$ cat src/rtl/avalon_mm_arbiter.sv
// avalon_mm_arbiter
// Round-robin arbiter that shares one Avalon MM slave between NUM_MASTERS
// masters. The owner keeps the grant for a release window after its
// chipselect drops, so late read data still reaches it. A watchdog takes the
// bus back from an owner that stays in GRANT too long.
module avalon_mm_arbiter #(
    parameter int NUM_MASTERS  = 4,
    parameter int ADDR_SIZE    = 32,
    parameter int DATA_SIZE    = 32,
    parameter int RELEASE_HOLD = 4,
    parameter int MAX_HOLD     = 1024
) (
    input  logic                                                  clk,
    input  logic                                                  reset,
    input  logic [NUM_MASTERS-1:0]                                m_chipselect,
    input  logic [NUM_MASTERS-1:0]                                m_read,
    input  logic [NUM_MASTERS-1:0]                                m_write,
    input  logic [NUM_MASTERS*ADDR_SIZE-1:0]                      m_address,
    input  logic [NUM_MASTERS*DATA_SIZE-1:0]                      m_writedata,
    output logic [NUM_MASTERS*DATA_SIZE-1:0]                      m_readdata,
    output logic [NUM_MASTERS-1:0]                                m_grant,
    output logic                                                  s_chipselect,
    output logic                                                  s_read,
    output logic                                                  s_write,
    output logic [ADDR_SIZE-1:0]                                  s_address,
    output logic [DATA_SIZE-1:0]                                  s_writedata,
    input  logic [DATA_SIZE-1:0]                                  s_readdata,
    output logic [((NUM_MASTERS > 1) ? $clog2(NUM_MASTERS) : 1)-1:0] owner,
    output logic                                                  busy,
    output logic                                                  err_timeout
);

    localparam int OWNER_W = (NUM_MASTERS > 1) ? $clog2(NUM_MASTERS) : 1;
    localparam logic [OWNER_W:0]       NUM_M_W     = (OWNER_W + 1)'(NUM_MASTERS);
    localparam logic [OWNER_W-1:0]     LAST_IDX    = OWNER_W'(NUM_MASTERS - 1);
    localparam logic [15:0]            MAX_HOLD_M1 = 16'(MAX_HOLD - 1);
    localparam logic [7:0]             REL_LOAD    = 8'(RELEASE_HOLD);
    localparam logic [NUM_MASTERS-1:0] ONE_HOT0    = NUM_MASTERS'(1);

    typedef enum logic [1:0] {
        ST_IDLE    = 2'd0,
        ST_GRANT   = 2'd1,
        ST_RELEASE = 2'd2
    } state_t;

    state_t                 state_q, state_d;
    logic [OWNER_W-1:0]     owner_q, owner_d;
    logic [OWNER_W-1:0]     rr_ptr_q, rr_ptr_d;
    logic [7:0]             rel_cnt_q, rel_cnt_d;
    logic [15:0]            hold_cnt_q, hold_cnt_d;
    logic [NUM_MASTERS-1:0] grant_q, grant_d;

    logic                   pick_valid_s;
    logic [OWNER_W-1:0]     pick_idx_s;
    logic                   own_cs_s;
    logic                   own_rd_s;
    logic                   own_wr_s;
    logic [ADDR_SIZE-1:0]   own_addr_s;
    logic [DATA_SIZE-1:0]   own_wdata_s;
    logic                   busy_s;
    logic                   err_timeout_s;

    // Round-robin successor of an index, wrapping the last master back to 0.
    function automatic logic [OWNER_W-1:0] wrap_inc(input logic [OWNER_W-1:0] v);
        logic [OWNER_W-1:0] r;
        r = (v == LAST_IDX) ? '0 : v + OWNER_W'(1);
        return r;
    endfunction

    assign busy_s        = (state_q != ST_IDLE);
    assign err_timeout_s = (state_q == ST_GRANT) && (hold_cnt_q == MAX_HOLD_M1);

    // Find the first requester at or after rr_ptr, modulo NUM_MASTERS.
    always_comb begin
        logic [OWNER_W:0] sum_v;
        logic             hit_v;
        pick_valid_s = 1'b0;
        pick_idx_s   = '0;
        sum_v        = '0;
        hit_v        = 1'b0;
        for (int k = 0; k < NUM_MASTERS; k++) begin
            sum_v        = {1'b0, rr_ptr_q} + (OWNER_W + 1)'(k);
            sum_v        = (sum_v >= NUM_M_W) ? (sum_v - NUM_M_W) : sum_v;
            hit_v        = !pick_valid_s && m_chipselect[sum_v[OWNER_W-1:0]];
            pick_idx_s   = hit_v ? sum_v[OWNER_W-1:0] : pick_idx_s;
            pick_valid_s = pick_valid_s | hit_v;
        end
    end

    // Select the current owner's request signals; other masters are ignored.
    always_comb begin
        own_cs_s    = 1'b0;
        own_rd_s    = 1'b0;
        own_wr_s    = 1'b0;
        own_addr_s  = '0;
        own_wdata_s = '0;
        for (int i = 0; i < NUM_MASTERS; i++) begin
            own_cs_s    = own_cs_s | ((owner_q == OWNER_W'(i)) & m_chipselect[i]);
            own_rd_s    = own_rd_s | ((owner_q == OWNER_W'(i)) & m_read[i]);
            own_wr_s    = own_wr_s | ((owner_q == OWNER_W'(i)) & m_write[i]);
            own_addr_s  = own_addr_s |
                          ({ADDR_SIZE{owner_q == OWNER_W'(i)}} & m_address[i*ADDR_SIZE +: ADDR_SIZE]);
            own_wdata_s = own_wdata_s |
                          ({DATA_SIZE{owner_q == OWNER_W'(i)}} & m_writedata[i*DATA_SIZE +: DATA_SIZE]);
        end
    end

    // Next-state logic for the IDLE / GRANT / RELEASE controller.
    always_comb begin
        state_d    = state_q;
        owner_d    = owner_q;
        rr_ptr_d   = rr_ptr_q;
        rel_cnt_d  = rel_cnt_q;
        hold_cnt_d = hold_cnt_q;
        grant_d    = grant_q;
        case (state_q)
            ST_IDLE: begin
                if (pick_valid_s) begin
                    owner_d    = pick_idx_s;
                    grant_d    = ONE_HOT0 << pick_idx_s;
                    hold_cnt_d = 16'd0;
                    state_d    = ST_GRANT;
                end else begin
                    state_d = ST_IDLE;
                end
            end
            ST_GRANT: begin
                hold_cnt_d = hold_cnt_q + 16'd1;
                if (err_timeout_s) begin
                    // Watchdog wins over a simultaneous release.
                    state_d  = ST_IDLE;
                    grant_d  = '0;
                    rr_ptr_d = wrap_inc(owner_q);
                end else if (!own_cs_s) begin
                    if (RELEASE_HOLD == 0) begin
                        state_d  = ST_IDLE;
                        grant_d  = '0;
                        rr_ptr_d = wrap_inc(owner_q);
                    end else begin
                        rel_cnt_d = REL_LOAD;
                        state_d   = ST_RELEASE;
                    end
                end else begin
                    state_d = ST_GRANT;
                end
            end
            ST_RELEASE: begin
                if (own_cs_s) begin
                    // Owner resumes; hold_cnt keeps counting from where it was.
                    state_d = ST_GRANT;
                end else if (rel_cnt_q == 8'd1) begin
                    state_d  = ST_IDLE;
                    grant_d  = '0;
                    rr_ptr_d = wrap_inc(owner_q);
                end else begin
                    rel_cnt_d = rel_cnt_q - 8'd1;
                end
            end
            default: begin
                state_d = ST_IDLE;
                grant_d = '0;
            end
        endcase
    end

    // Controller registers with asynchronous active-high reset.
    always_ff @(posedge clk or posedge reset) begin
        if (reset) begin
            state_q    <= ST_IDLE;
            owner_q    <= '0;
            rr_ptr_q   <= '0;
            rel_cnt_q  <= 8'd0;
            hold_cnt_q <= 16'd0;
            grant_q    <= '0;
        end else begin
            state_q    <= state_d;
            owner_q    <= owner_d;
            rr_ptr_q   <= rr_ptr_d;
            rel_cnt_q  <= rel_cnt_d;
            hold_cnt_q <= hold_cnt_d;
            grant_q    <= grant_d;
        end
    end

    // Slave port: forward the owner only while in GRANT, otherwise drive zeros.
    always_comb begin
        s_chipselect = 1'b0;
        s_read       = 1'b0;
        s_write      = 1'b0;
        s_address    = '0;
        s_writedata  = '0;
        if (state_q == ST_GRANT) begin
            s_chipselect = own_cs_s;
            s_read       = own_rd_s;
            s_write      = own_wr_s;
            s_address    = own_addr_s;
            s_writedata  = own_wdata_s;
        end else begin
            s_chipselect = 1'b0;
            s_read       = 1'b0;
            s_write      = 1'b0;
            s_address    = '0;
            s_writedata  = '0;
        end
    end

    // Return slave read data to the owner's slice only while the bus is held.
    always_comb begin
        m_readdata = '0;
        for (int i = 0; i < NUM_MASTERS; i++) begin
            m_readdata[i*DATA_SIZE +: DATA_SIZE] =
                (busy_s && (owner_q == OWNER_W'(i))) ? s_readdata : '0;
        end
    end

    assign m_grant     = grant_q;
    assign owner       = owner_q;
    assign busy        = busy_s;
    assign err_timeout = err_timeout_s;

endmodule
$ cat config.mk
export PLATFORM = sky130hd
export DESIGN_NAME = avalon_mm_arbiter
export DESIGN_NICKNAME = d
export VERILOG_FILES = /design/src/rtl/avalon_mm_arbiter.sv
export SDC_FILE = /design/constraint.sdc
export NUM_CORES = 1
export LEC_CHECK = 0
export BUFFER_PORTS_ARGS = -buffer_cell sky130_fd_sc_hd__buf_2
export CAP_MARGIN = 20
export CORE_AREA = 2 2 195 197
export CTS_BUF_LIST = sky130_fd_sc_hd__clkbuf_4
export CTS_CLUSTER_DIAMETER = 30
export DETAILED_ROUTE_END_ITERATION = 7
export DIE_AREA = 0 0 197 199
export RECOVER_POWER = 25
export SLEW_MARGIN = 40
export SYNTH_ARGS = -nofsm -noshare
export SYNTH_HDL_FRONTEND = slang
export SYNTH_SLANG_ARGS = --single-unit
$ cat constraint.sdc
create_clock -name clk -period 2.35 [get_ports clk]
set_input_delay 0.3525 -clock clk [delete_from_list [all_inputs] [get_ports clk]]
set_output_delay 0.3525 -clock clk [all_outputs]
set_load 0.01 [all_outputs]
After elaboration in Yosys (flattened, before gate mapping)
Index checks and enable logic that the tools add are counted.
{"block": "op_classes", "magnitude_cmp": 8, "n_addsub": 10, "shift": 1, "n_reduce_logical": 21, "bitwise": 38, "n_mux": 48, "eq_ne": 15}
{"cell": "bitwise AND 32 bit", "n": 8}
{"cell": "two-way mux 32 bit", "n": 6}
{"cell": "OR 32 bit", "n": 6}
{"cell": "two-way mux 2 bit", "n": 16}
{"cell": "two-way mux 8 bit", "n": 4}
{"cell": "case mux 16 bit (2 select lines)", "n": 1}
{"cell": "adder 16 x 1 -> 16 bit (second input constant)", "n": 1}
{"cell": "equality test 16 x 10 -> 1 bit (second input constant)", "n": 1}
{"cell": "two-way mux 16 bit", "n": 1}
{"cell": "two-way mux 4 bit", "n": 4}
{"cell": "case mux 8 bit (2 select lines)", "n": 1}
{"cell": "!= test 2 bit (second input constant)", "n": 7}
{"cell": "bitwise AND 1 bit", "n": 12}
{"cell": "< comparator 2 x 3 -> 1 bit (second input constant)", "n": 4}
{"cell": "OR 1 bit", "n": 12}
{"cell": "case mux 4 bit (3 select lines)", "n": 1}
{"cell": ">= comparator 3 bit (second input constant)", "n": 3}
{"cell": "binary-select mux 1 bit (select 2 bit)", "n": 4}
{"cell": "equality test 8 x 1 -> 1 bit (second input constant)", "n": 1}
{"cell": "logical AND 1 bit", "n": 8}
{"cell": "two-way mux 1 bit", "n": 8}
{"cell": "AND reduction 4 bit", "n": 2}
{"cell": "subtractor 2 x 1 -> 2 bit (second input constant)", "n": 4}
{"cell": "subtractor 8 x 1 -> 8 bit (second input constant)", "n": 1}
{"cell": "15 further kinds", "n": 25}
{"block": "totals", "output_inout_bits": 203, "regBits": 34, "elab_cells": 147}

Longest topological paths before layout
{"block": "logic_depth", "depth_word": 16, "depth_mapped": 8}

Least setup slack after synthesis
No wires, ideal clock.
{"block": "synth_path", "kind": "register -> output", "start": "reg owner_q[0] (netlist: owner[0])", "end": "out s_address[25]", "t_arrival_ps": 1707, "slack_ps": 290, "stages_incl_launch_ff": 7, "cell_sequence": "dfrtp_1 > ha_1 > clkbuf_1 > clkbuf_1 > buf_1 > a22oi_1 > a21oi_1"}
{"block": "synth_between", "elab_chain_len": 6}
{"item": "start, declared", "line": "47", "source": "logic [OWNER_W-1:0] owner_q, owner_d;"}
{"item": "start signal, assigned", "line": "177", "source": "owner_q <= owner_d;"}
{"item": "equality test 2 x 1 -> 1 bit or logical NOT 2 bit (tied branches)", "line": "102", "source": "({ADDR_SIZE{owner_q == OWNER_W'(i)}} & m_address[i*ADDR_SIZE +: ADDR_SIZE]);"}
{"item": "bitwise AND 32 bit", "line": "102"}
{"item": "OR 32 bit (2 in series)", "line": "101", "source": "own_addr_s = own_addr_s |"}
{"item": "OR 32 bit *", "line": "101"}
{"item": "two-way mux 32 bit *", "line": "192", "source": "if (state_q == ST_GRANT) begin"}
{"item": "end, declared", "line": "25", "source": "output logic [ADDR_SIZE-1:0] s_address,"}
Every way passes the cells marked *; elsewhere a longest branch is shown, timed or not.

Final worst setup path
{"block": "layout_path", "start": "reg owner_q[1] (netlist: owner[1])", "end": "out m_readdata[24]"}
{"block": "layout_between", "elab_chain_len": 3}
{"item": "logical NOT 2 bit", "line": "212", "source": "(busy_s && (owner_q == OWNER_W'(i))) ? s_readdata : '0;"}
{"item": "logical AND 1 bit", "line": "212"}
{"item": "two-way mux 32 bit", "line": "212"}
{"item": "end, declared", "line": "20", "source": "output logic [NUM_MASTERS*DATA_SIZE-1:0] m_readdata,"}
No other way between the ends.

==> flow_summary.yaml <==
min_path:
  hold_depth: 1
  hold_start: "m_grant[0]"
  min_to: "m_grant[0]"
  min_path_type: "reg2reg"
critical_path:
  r2r-end: "rr_ptr_q[1]"
  worst_ep_arrival_time_ns: 1.98
  path_class: "reg2out"
  endpoint_kind: "primary output"
  ff2ff_path_depth: 6
  reg2reg_slack_ns: 0.21
  reg2reg_from: "rel_cnt_q[1]"
  crit_path_start_kind: "register"
  crit_required_ns: 2.00
  cp_max_fo: 8
flow_run:
  maxCapViolCount: 1
sta:
  worst_pin_slew_ns: 1.884
  setup_viol: 0
  fmax_mhz: 428.4
  fin_crit_ns: 2.334
  slew_viol_final: 35
  fin_skew_ns: 0.006320
  fin_crit_sh: 0.9934
  rsz0062_at_grt: "true"
  setup_slack_ns: 0.01555
  relSlewSlack: -0.2562
  hold_violations: 0
yosys:
  synth-seq-cells: 34
  synth_edf_count: 0
  synth.largest_area_cell: "a22oi_1"
  syn-instance-count: 577
  yosysMostFrequentCell: "a22oi_1"
  ys_warn_count: 0
  netlist_top_cells_count: "a22oi_1 (134), and2_1 (130), a21oi_1 (70)"
  synth_area_leaders: "a22oi_1 (23%), dfrtp_1 (20%), and2_1 (19%), a21oi_1 (8.2%), clkbuf_1 (3.9%)"
  syn_avg_cell_area_um2: 7.427
  synth_fp_nets: 886
  synth_seq_area_share: 0.1985
  yosys.area.top_type_share: 0.2347
  async_flop_share: 1.000
  syn_area_mm2: 0.004285
  yosysUniqueCellTypes: 54
  synth_flop_cell: "dfrtp_1"
cts:
  cts_buffer_depth: 2
  clkLatencyLatePin_ns: 0.34
  clockRootBuffer: "clkbuf_4"
  clk_pin_slew_ns: 0.10
  cts_max_level: 2
  tritoncts: "built"
  cts_sinks: 34
  cts_hold_buf: 0
  numCtsBuffers: 5
floorplan:
  start_util: 0.1154
  core.rowCount: 71
  core_area_mm2: 0.03713
  dieWidth_um: 197
  die-area_mm2: 0.03920
  die_h_um: 199
  io_pins: 505
place:
  dp.cells: 1521
  io_buffers: 504
  pre_cts_ws_ns: 0.2112
  place_congestion: 0.8052
  dp_hpwl_um: 27490
status:
  status: "complete, but fails checks"
  violations: "max-capacitance violations, max-slew violations"
routing:
  routed-via-count: 6903
  finalWirelength_um: 34130
  drc: 0
  viasPerCell: 4.456
  postRouteAntennaNets: 0
  drt_iter0_markers: 401
  wl_per_cell_um: 22.03
  drtPass1Iterations: 7
power:
  leakagePower_nw: 4.142
  p_per_area_mw_per_mm2: 1115
  ir_drop_mv: 0.4575
layout:
  area_growth_pct: 92.15
  finalNonFillerCells: 1549
  final_nets: 1379
  drive_gt1_frac: 0.5714
global_route:
  grt_util_all_layers: 0.1526
  grt_max_degree: 46
  grt_pass1_vias: 5906
  grt_pass1_wl_um: 42670
  overflow: 0
  antenna_found_initial: 11
-- routing by layer --
metal  GRT usage  wire [um]  up-vias
met5           0         62        -
li1            -          -     3130
met1      0.1729      12690     3248
met4     0.02534        720       10
met3     0.09054       4739       56
met2      0.2501      15910      459
-- sequential cells by signal, summed over array words and instances (netlist names) --
signal and count:
hold_cnt_q 16, rel_cnt_q 8, rr_ptr_q 2, owner 2
state_q 2, m_grant 4
-- power breakdown --
group,leakage [nW],switching (mW),internal (mW)
clock network,0.0331,0.201,0.124
logic,3.66,4.43,3.54
registers,0.453,0.170,0.713
total,4.14,4.80,4.37
-- worst max-delay path, cell delays in order (launching register included) --
cell       delay [ns]
dfrtp_2          0.49
inv_4            0.11
ha_4             0.20
buf_12           0.14
nor2b_4          0.16
buf_12           0.14
clkbuf_16        0.16
and2_4           0.14
buf_6            0.09
-- through the flow --
stage	power [mW]	hold slack, ns	util	instance area, um2	setup TNS (ns)
2_1_floorplan	4.210	0.4738	-	4285	0
3_3_place_gp	7.166	0.4791	0.2006	7450	0
3_5_place_dp	7.256	0.4819	0.2006	7450	0
4_1_cts	8.115	0.09875	0.2075	7705	0
5_1_grt	9.893	0.5386	0.2215	8227	-2.107
6_report	9.177	0.5007	0.2217	8234	0
-- cell usage in the layout, fill, tap and decap left out, types with 3 or more instances in the layout --
cell type | Yosys | routed
nand3_1 | 7 | 7
mux2_2 | 3 | 3
a22oi_1 | 134 | 127
nor2b_4 | 0 | 4
nor4_1 | 7 | 7
clkbuf_1 | 45 | 5
diode_2 | 0 | 4
buf_4 | 1 | 29
a21oi_2 | 0 | 8
o21ai_0 | 11 | 12
buf_6 | 1 | 28
buf_12 | 0 | 14
nor2_1 | 21 | 21
clkbuf_16 | 0 | 3
dfrtp_2 | 0 | 3
dfrtp_1 | 34 | 31
inv_1 | 11 | 9
buf_2 | 0 | 453
nor3_1 | 5 | 5
xnor2_1 | 4 | 4
xor2_1 | 8 | 8
a21oi_1 | 70 | 62
a22oi_2 | 0 | 7
clkbuf_4 | 0 | 11
nor2b_1 | 7 | 3
a22o_1 | 5 | 5
and2_4 | 0 | 24
nand4_1 | 4 | 4
ha_1 | 7 | 3
ha_4 | 0 | 4
nand2_1 | 17 | 17
and2_1 | 130 | 105
-- how the worst max path moves through the flow --
stage                             from             end  slack [ns]  cells past startpoint
after floorplan               owner[0]   s_address[25]        0.29                      6
after global placement    rel_cnt_q[1]     rr_ptr_q[0]        0.25                      6
after detailed placement      owner[0]   m_readdata[1]        0.21                      7
after CTS                     owner[1]  s_writedata[6]       0.003                      5
after global routing          owner[1]  m_readdata[27]       -0.07                      8
final                         owner[1]  m_readdata[24]        0.02                      8
-- final cells by class --
cell class	count	area, um2
Timing Repair Buffer	540	3304
Multi-Input combinational cell	478	3374
Fill cell	4107	28900
Tap cell	474	593.1
Antenna cell	4	10.01
Inverter	11	43.79
Clock buffer	6	45.04
Clock inverter	2	8.758
Sequential cell	34	854.6
-- repair_timing --
| action | CTS | global route |
|---|---|---|
| buffers inserted | 3 | 6 |
| resized for setup | 20 | 105 |
| setup endpoints to repair | 108 | 76 |
| cloned | 3 | 4 |
| pin swaps | 3 | 27 |
-- cell families (layout without fill, tap and decap cells) --
| group | count (synthesis) | after routing | share of synthesized area |
|---|---|---|---|
| xor+xnor | 12 | 12 | 0.02453 |
| mux | 5 | 5 | 0.01255 |
| buf+inv | 65 | 559 | 0.06190 |
| compound gates | 239 | 239 | 0.3804 |
| simple gates | 215 | 215 | 0.3016 |
| fa+ha+maj | 7 | 7 | 0.02044 |
| other cells | 0 | 4 | 0 |
| flops | 34 | 34 | 0.1985 |
(Power assumes the default switching activity.)
